--- src/rtl/output_buffer_pkg.sv ---
// Shared types and sizing for the drain-side output buffer.
package output_buffer_pkg;
    localparam int sys_cols   = 4;
    localparam int P_BITWIDTH = 32;
    localparam int A_rows     = 4;

    localparam int OB_CNT_W = $clog2(A_rows + 1);

    typedef logic [sys_cols-1:0][P_BITWIDTH-1:0] out_row_t;
endpackage

--- src/rtl/output_buffer_skew_delay.sv ---
// Fixed-length register delay for one column of the skewed stream; depth 0 is a wire.
module skew_delay #(
    parameter int DEPTH = 1,
    parameter int W     = 32
) (
    input  logic         clk,
    input  logic [W-1:0] d,
    output logic [W-1:0] q
);
    if (DEPTH == 0) begin : g_wire
        logic unused_clk;
        assign unused_clk = clk;
        assign q = d;
    end else begin : g_regs
        logic [DEPTH-1:0][W-1:0] pipe_q, pipe_d;

        always_comb begin
            pipe_d[0] = d;
            for (int i = 1; i < DEPTH; i++) pipe_d[i] = pipe_q[i-1];
        end

        // Pure data delay: alignment is governed by the valid pipe, so no reset needed.
        always_ff @(posedge clk) pipe_q <= pipe_d;

        assign q = pipe_q[DEPTH-1];
    end
endmodule

--- src/rtl/output_buffer.sv ---
// Realigns column-skewed systolic result rows and queues them in a row FIFO.
module output_buffer
    import output_buffer_pkg::*;
#(
    parameter int COLS  = sys_cols,
    parameter int PW    = P_BITWIDTH,
    parameter int DEPTH = A_rows
) (
    input  logic                     clk,
    input  logic                     rst,
    input  logic                     clr,
    input  logic                     i_valid,
    input  logic [COLS-1:0][PW-1:0]  i_data,
    input  logic                     read,
    output logic                     o_valid,
    output logic [COLS-1:0][PW-1:0]  o_data,
    output logic                     full,
    output logic                     empty,
    output logic                     of_done,
    output logic                     overflow
);
    localparam int STAGES = COLS - 1;
    localparam int PTR_W  = (DEPTH > 1) ? $clog2(DEPTH) : 1;
    localparam int CNT_W  = $clog2(DEPTH + 1);

    logic [COLS-1:0][PW-1:0] row_aligned;
    logic                    push;

    for (genvar c = 0; c < COLS; c++) begin : g_col
        skew_delay #(.DEPTH(COLS - 1 - c), .W(PW)) u_dly (
            .clk (clk),
            .d   (i_data[c]),
            .q   (row_aligned[c])
        );
    end

    if (STAGES == 0) begin : g_vld_none
        assign push = i_valid;
    end else begin : g_vld_pipe
        logic [STAGES-1:0] vld_q, vld_d;

        always_comb begin
            vld_d    = vld_q << 1;
            vld_d[0] = i_valid;
            if (clr) vld_d = '0;
        end

        always_ff @(posedge clk or negedge rst) begin
            if (!rst) vld_q <= '0;
            else      vld_q <= vld_d;
        end

        assign push = vld_q[STAGES-1];
    end

    logic [PW*COLS-1:0] mem_q [DEPTH];
    logic [PTR_W-1:0]   wr_ptr_q, wr_ptr_d, rd_ptr_q, rd_ptr_d;
    logic [CNT_W-1:0]   count_q, count_d, row_cnt_q, row_cnt_d;
    logic               overflow_q, overflow_d;
    logic               do_push, do_pop;

    function automatic logic [PTR_W-1:0] ptr_inc(input logic [PTR_W-1:0] p);
        return (p == PTR_W'(DEPTH - 1)) ? '0 : p + PTR_W'(1);
    endfunction

    always_comb begin
        do_pop     = read && (count_q != '0);
        // A pop in the same cycle frees the slot, so a push into a full FIFO still lands.
        do_push    = push && ((count_q != CNT_W'(DEPTH)) || do_pop);
        wr_ptr_d   = do_push ? ptr_inc(wr_ptr_q) : wr_ptr_q;
        rd_ptr_d   = do_pop  ? ptr_inc(rd_ptr_q) : rd_ptr_q;
        count_d    = count_q + CNT_W'(do_push) - CNT_W'(do_pop);
        row_cnt_d  = (do_push && row_cnt_q != CNT_W'(DEPTH)) ? row_cnt_q + CNT_W'(1) : row_cnt_q;
        overflow_d = overflow_q || (push && !do_push);
        if (clr) begin
            wr_ptr_d   = '0;
            rd_ptr_d   = '0;
            count_d    = '0;
            row_cnt_d  = '0;
            overflow_d = 1'b0;
        end
    end

    always_ff @(posedge clk or negedge rst) begin
        if (!rst) begin
            wr_ptr_q   <= '0;
            rd_ptr_q   <= '0;
            count_q    <= '0;
            row_cnt_q  <= '0;
            overflow_q <= 1'b0;
        end else begin
            wr_ptr_q   <= wr_ptr_d;
            rd_ptr_q   <= rd_ptr_d;
            count_q    <= count_d;
            row_cnt_q  <= row_cnt_d;
            overflow_q <= overflow_d;
        end
    end

    always_ff @(posedge clk) begin
        if (do_push && !clr) mem_q[wr_ptr_q] <= row_aligned;
    end

    assign o_data   = mem_q[rd_ptr_q];
    assign empty    = (count_q == '0);
    assign full     = (count_q == CNT_W'(DEPTH));
    assign o_valid  = !empty;
    assign of_done  = (row_cnt_q == CNT_W'(DEPTH));
    assign overflow = overflow_q;
endmodule

--- config.mk ---
export PLATFORM = sky130hd
export DESIGN_NAME = output_buffer
export DESIGN_NICKNAME = d
export VERILOG_FILES = /design/src/rtl/output_buffer_pkg.sv /design/src/rtl/output_buffer_skew_delay.sv /design/src/rtl/output_buffer.sv
export SDC_FILE = /design/constraint.sdc
export NUM_CORES = 1
export LEC_CHECK = 0
export BUFFER_PORTS_ARGS = -buffer_cell sky130_fd_sc_hd__buf_2
export CAP_MARGIN = 10
export CORE_UTILIZATION = 35
export DETAILED_ROUTE_END_ITERATION = 10
export GPL_TIMING_DRIVEN = 0
export PLACE_DENSITY = 0.57
export SETUP_SLACK_MARGIN = 0.5
export SLEW_MARGIN = 10
export SYNTH_ARGS = -nofsm -noshare
export SYNTH_HDL_FRONTEND = slang
export SYNTH_HIERARCHICAL = 1
export SYNTH_SLANG_ARGS = --single-unit
--- constraint.sdc ---
create_clock -name clk -period 14.8 [get_ports clk]
set_input_delay 0.74 -clock clk [delete_from_list [all_inputs] [get_ports clk]]
set_output_delay 0.74 -clock clk [all_outputs]
set_load 0.02 [all_outputs]
# Yosys cells after proc, flatten, opt, wreduce, memory -nomap -nowiden
# Memory sizes are Yosys's and may differ from the RTL's.
# Index checks and enable logic that the tools add are counted.
# Widths: inputs -> output; s select.
totals:
  register_bits: 206
  ram_bits: 512
  inputBits: 133
  output_inout_bits: 133
  memories: 1
memory_table:
  columns: ["memory", "words", "word_bits", "rd", "rd_ports_with_merged_regs", "wr", "line", "source"]
  rows:
  - ["mem_q", 4, 128, 1, 0, 1, "output_buffer.sv:56", "logic [PW*COLS-1:0] mem_q [DEPTH];"]
op_classes:
  n_addsub: 5
  n_eq_ne: 6
  n_mux: 13
  reduce_logical: 15
ops:
  columns: ["op", "count"]
  rows:
  - ["$mux 2", 6]
  - ["$mux 3", 4]
  - ["$eq 3x3->1 const B", 2]
  - ["$ne 3x3->1 const B", 2]
  - ["$reduce_bool 2->1", 3]
  - ["$logic_and 1x1->1", 5]
  - ["$add 2x1->2 const B", 2]
  - ["$eq 2x2->1 const B", 2]
  - ["$add 3x1->3", 1]
  - ["$add 3x1->3 const B", 1]
  - ["$logic_not 1->1", 3]
  - ["$logic_not 3->1", 1]
  - ["$mux 1", 3]
  - ["$reduce_bool 3->1", 1]
  - ["$sub 3x1->3", 1]
  - ["$logic_or 1x1->1", 2]

# Depth between registers and ports, before layout
depth:
  ltp_word: 8
  mapped_depth: 9
  depth_no_buf: 8

# Hierarchy
# Netlist, hierarchy kept.
modules_own_cells:
  columns: ["mod", "instances", "cells_each", "area_per_inst_um2"]
  rows:
  - ["output_buffer", 1, 748, 19199.7]
  - ["skew_delay (g_col[0].u_dly)", 1, 96, 1921.8]
  - ["skew_delay (g_col[1].u_dly)", 1, 64, 1281.2]
  - ["skew_delay (g_col[2].u_dly)", 1, 32, 640.6]
  - ["skew_delay (g_col[3].u_dly)", 1, 32, 240.2]

# Worst setup path after synthesis
# OpenSTA, ideal clock, no wires.
synth_path:
  path_type: "input -> register"
  from: "in clr"
  to: "mem mem_q[1][0] (netlist name), enable pin"
  arrival_time_ps: 10463
  required_time_ps: 14002
  setup_slack_ps: 3538
  cell_stages: 3
  path_buffers: 2
  cell_sequence: "clkbuf_1 > clkbuf_1 > nor3b_1"
synth_between:
  elab_chain_len: 4
synth_lines:
  columns: ["element", "line", "source"]
  rows:
  - ["from (decl)", "output_buffer.sv:11", "input logic clr,"]
  - ["$logic_not 1->1", "output_buffer.sv:101", "if (do_push && !clr) mem_q[wr_ptr_q] <= row_aligned;"]
  - ["$logic_and 1x1->1", "output_buffer.sv:101", null]
  - ["$mux 1", "output_buffer.sv:101", null]
  - ["$mux 1 (implied by the code)", "output_buffer.sv:101", null]
  - ["to (decl)", "output_buffer.sv:56", null]
# Every way passes these cells.

==> flow_summary.json <==
{
  "status": "finished clean",
  "synth_top_family_by_area": "multiplexers",
  "ios": 266,
  "dp_cells": 2139,
  "final_core_util_pct": 43.6,
  "nets": 1493,
  "synth_flop_cell": "edfxtp_1",
  "skew_ps": 17.7,
  "worst_path_most_repeated_cell": "buf_2",
  "r2r-start": "count_q[1]",
  "switchingPower_mw": 1.18,
  "syn-cell-area_mm2": 0.0233,
  "tritoncts": "yes",
  "crit_slowest_cell": "mux4_2",
  "fill_cells": 5670,
  "yosysMostFrequentCell": "edfxtp_1",
  "hpwl_um": 30500,
  "syn_nets": 1113,
  "min_from": "i_data[2]",
  "drt-total-wl_um": 44300,
  "synth_edf_count": 512,
  "drive_gt1_share_pct": 42.9,
  "synth_commonest_cells": "edfxtp_1 (512), dfxtp_1 (192), mux4_2 (128), buf_4 (36)",
  "period_share_pct": 24.5,
  "cts.sinks": 718,
  "finalWeightedCongestion": 0.695,
  "synthCells": 972,
  "grt_usage_pct": 13.2,
  "slowest_delay_ps": 560,
  "ir_drop_mv": 0.137,
  "insertion_delay_ps": 590,
  "yosys.area.top_type": "edfxtp_1",
  "arrival_ps": 2880,
  "dr.first_iter.drc_count": 591,
  "clk_pin_slew_ps": 60,
  "overflow": 0,
  "die_w_um": 260,
  "cts_buffers": 74,
  "maxSlewHeadroom_pct": 38.3,
  "stdcell_count": 2279,
  "min_path_type": "in -> reg",
  "dieHeight_um": 260,
  "die_area_mm2": 0.0676,
  "cts_setup_buffers": 0,
  "synth-compound-area-share_pct": 0.398,
  "area_delta_synth_final_pct": 23.1,
  "via_per_inst": 4.51,
  "critPathBufInv": 4,
  "grt_pass1_vias": 10800,
  "clock_path_buffers": 3,
  "worst_pin_slew_ps": 925,
  "synthXorXnorAreaFrac_pct": 0.150,
  "yosysWarnings": 6,
  "critPathKind": "reg -> out",
  "crit_start": "rd_ptr_q[0]",
  "synthTopCellsByArea": "edfxtp_1 (66%), dfxtp_1 (17%), mux4_2 (12%), dfrtp_1 (1.5%), buf_4 (1.2%)",
  "drcViolationCount": 0,
  "finalSetupTns_ps": 0,
  "rsz0062_at_grt": "false",
  "synthMuxAreaShare_pct": 12.4,
  "grt_start_max_net_pins": 15,
  "cts_root_buf": "clkbuf_16",
  "finalHoldViolations": 0,
  "synth_top_area_share_pct": 66.0,
  "dr.pass1.iters": 4,
  "wl_per_cell_um": 19.4,
  "drv_slew": 0,
  "holdWs_ps": 239,
  "fp.coreArea_mm2": 0.0657,
  "p_int_mw": 3.59,
  "startpoint_type": "flip-flop",
  "switching_share_pct": 24.7,
  "port_buffers": 232,
  "synth_simple_gate_area_share_pct": 0.715,
  "cts_htree_levels": 3,
  "synth_fa_ha_area_share_pct": 0.462,
  "synth_area_per_cell_um2": 24.0,
  "antenna_left": 0,
  "vias": 10300,
  "setup_viol_count_final": 0,
  "power.share.sequential_pct": 46.4,
  "cts_resized": 0,
  "pwr-share-clk_pct": 38.3,
  "leakagePower_nw": 10.1,
  "ys_seq_elements": 718,
  "fmax_ghz": 0.276,
  "power_frac_comb_pct": 15.3,
  "rows": 94,
  "drv_cap": 0,
  "period_needed_ps": 3620,
  "worstPathCellList": "clkbuf_1, buf_2, buf_2, mux4_2, buf_2",
  "power_density_mw_per_mm2": 166,
  "antenna_found_initial": 5,
  "worstPathMaxFanout": 10,
  "seq_area_frac_synth_pct": 84.0,
  "grt_first_pass_wirelength_um": 65900,
  "end_kind": "primary output",
  "initial_core_util_pct": 35.4,
  "cp_top_family": "buffers and inverters",
  "hold_buffers": 1,
  "ys_types": 33,
  "synthArstFlopShare_pct": 1.95,
  "crit_required_ps": 14060,
  "finalPower_mw": 4.77
}
==> cell usage in the layout, fill, tap and decap left out, types with 5 or more instances in the layout <==
cell	count
buf_1	10
buf_2	246
buf_4	81
buf_6	22
clkbuf_1	19
clkbuf_16	79
clkbuf_8	7
clkinv_1	7
clkinv_2	14
dfrtp_1	14
dfxtp_1	192
edfxtp_1	512
ha_1	7
inv_1	6
inv_6	5
mux4_2	128
nor2_1	10
==> worst register-to-register path: stages, from the launching register on <==
cell and delay (ps):
dfrtp_1 500, or4b_1 170, buf_2 160, nand2_1 170
nor3b_2 760, buf_4 330, buf_4 220, buf_4 230
buf_4 230
==> final cells by class <==
cell class / instances / area, um^2 / share of cell area [%]
repair buffers: 304 / 1820 / 6.34
diodes: 1 / 2.50 / 0.00873
flip-flops and latches: 718 / 19600 / 68.3
inverters: 6 / 22.5 / 0.0786
plain buffers: 65 / 397 / 1.38
clock inverters: 38 / 334 / 1.17
multi-input cells: 183 / 3320 / 11.6
clock buffers: 100 / 2130 / 7.42
well taps: 864 / 1080 / 3.77
==> power by group through the flow <==
stage,clock network (mW),logic [mW],registers [mW]
floorplan,0,0.514,2.25
global placement,0,0.751,2.26
detailed placement,0,0.755,2.26
CTS,1.89,0.757,2.21
global route,1.96,0.791,2.22
finish,1.83,0.728,2.21
==> routing by layer <==
metal | part of all wire, % | up-vias | wire length [um] | GRT usage (%)
li1 | - | 4657 | - | -
met2 | 49 | 254 | 21700 | 21.7
met3 | 7.2 | 73 | 3180 | 4.04
met4 | 2.1 | 8 | 945 | 4.79
met5 | 0.12 | - | 55 | 0
met1 | 41 | 5288 | 18400 | 16.4
==> sequential cells by signal, indices dropped and copies added (netlist names) <==
name                       flops
g_col.u_dly/q                 96
rd_ptr_q                       2
wr_ptr_q                       2
mem_q                        512
overflow                       1
row_cnt_q                      3
count_q                        3
g_vld_pipe.vld_q               3
g_col.u_dly/g_regs.pipe_d     96
==> final timing paths <==
path                                                    endpoint  slack [ps]  depth (start not counted)
worst max-delay path                                  o_data[45]       11180                          5
worst min-delay path            g_col[0].u_dly/g_regs.pipe_d[34]         240                          1
worst max register to register                      mem_q[0][74]       11730                          8
worst min register to register              g_col[0].u_dly/q[23]         320                          0
max in group asynchronous                            wr_ptr_q[1]       13970                          2
min in group asynchronous                           row_cnt_q[0]         570                          2
==> kinds of logic after synthesis <==
logic type      Yosys count
simple gates             29
fa+ha+maj                 8
flops                   718
buf+inv                  71
compound gates           13
xor+xnor                  4
mux                     129
==> through the flow <==
step                setup slack [ps]  area (um^2)
floorplan                       3540        23300
global placement               -6090        25500
detailed placement             11370        26200
CTS                            10960        28700
global route                   10950        28700
finish                         11180        28700
Power figures use the tool's default switching activity.
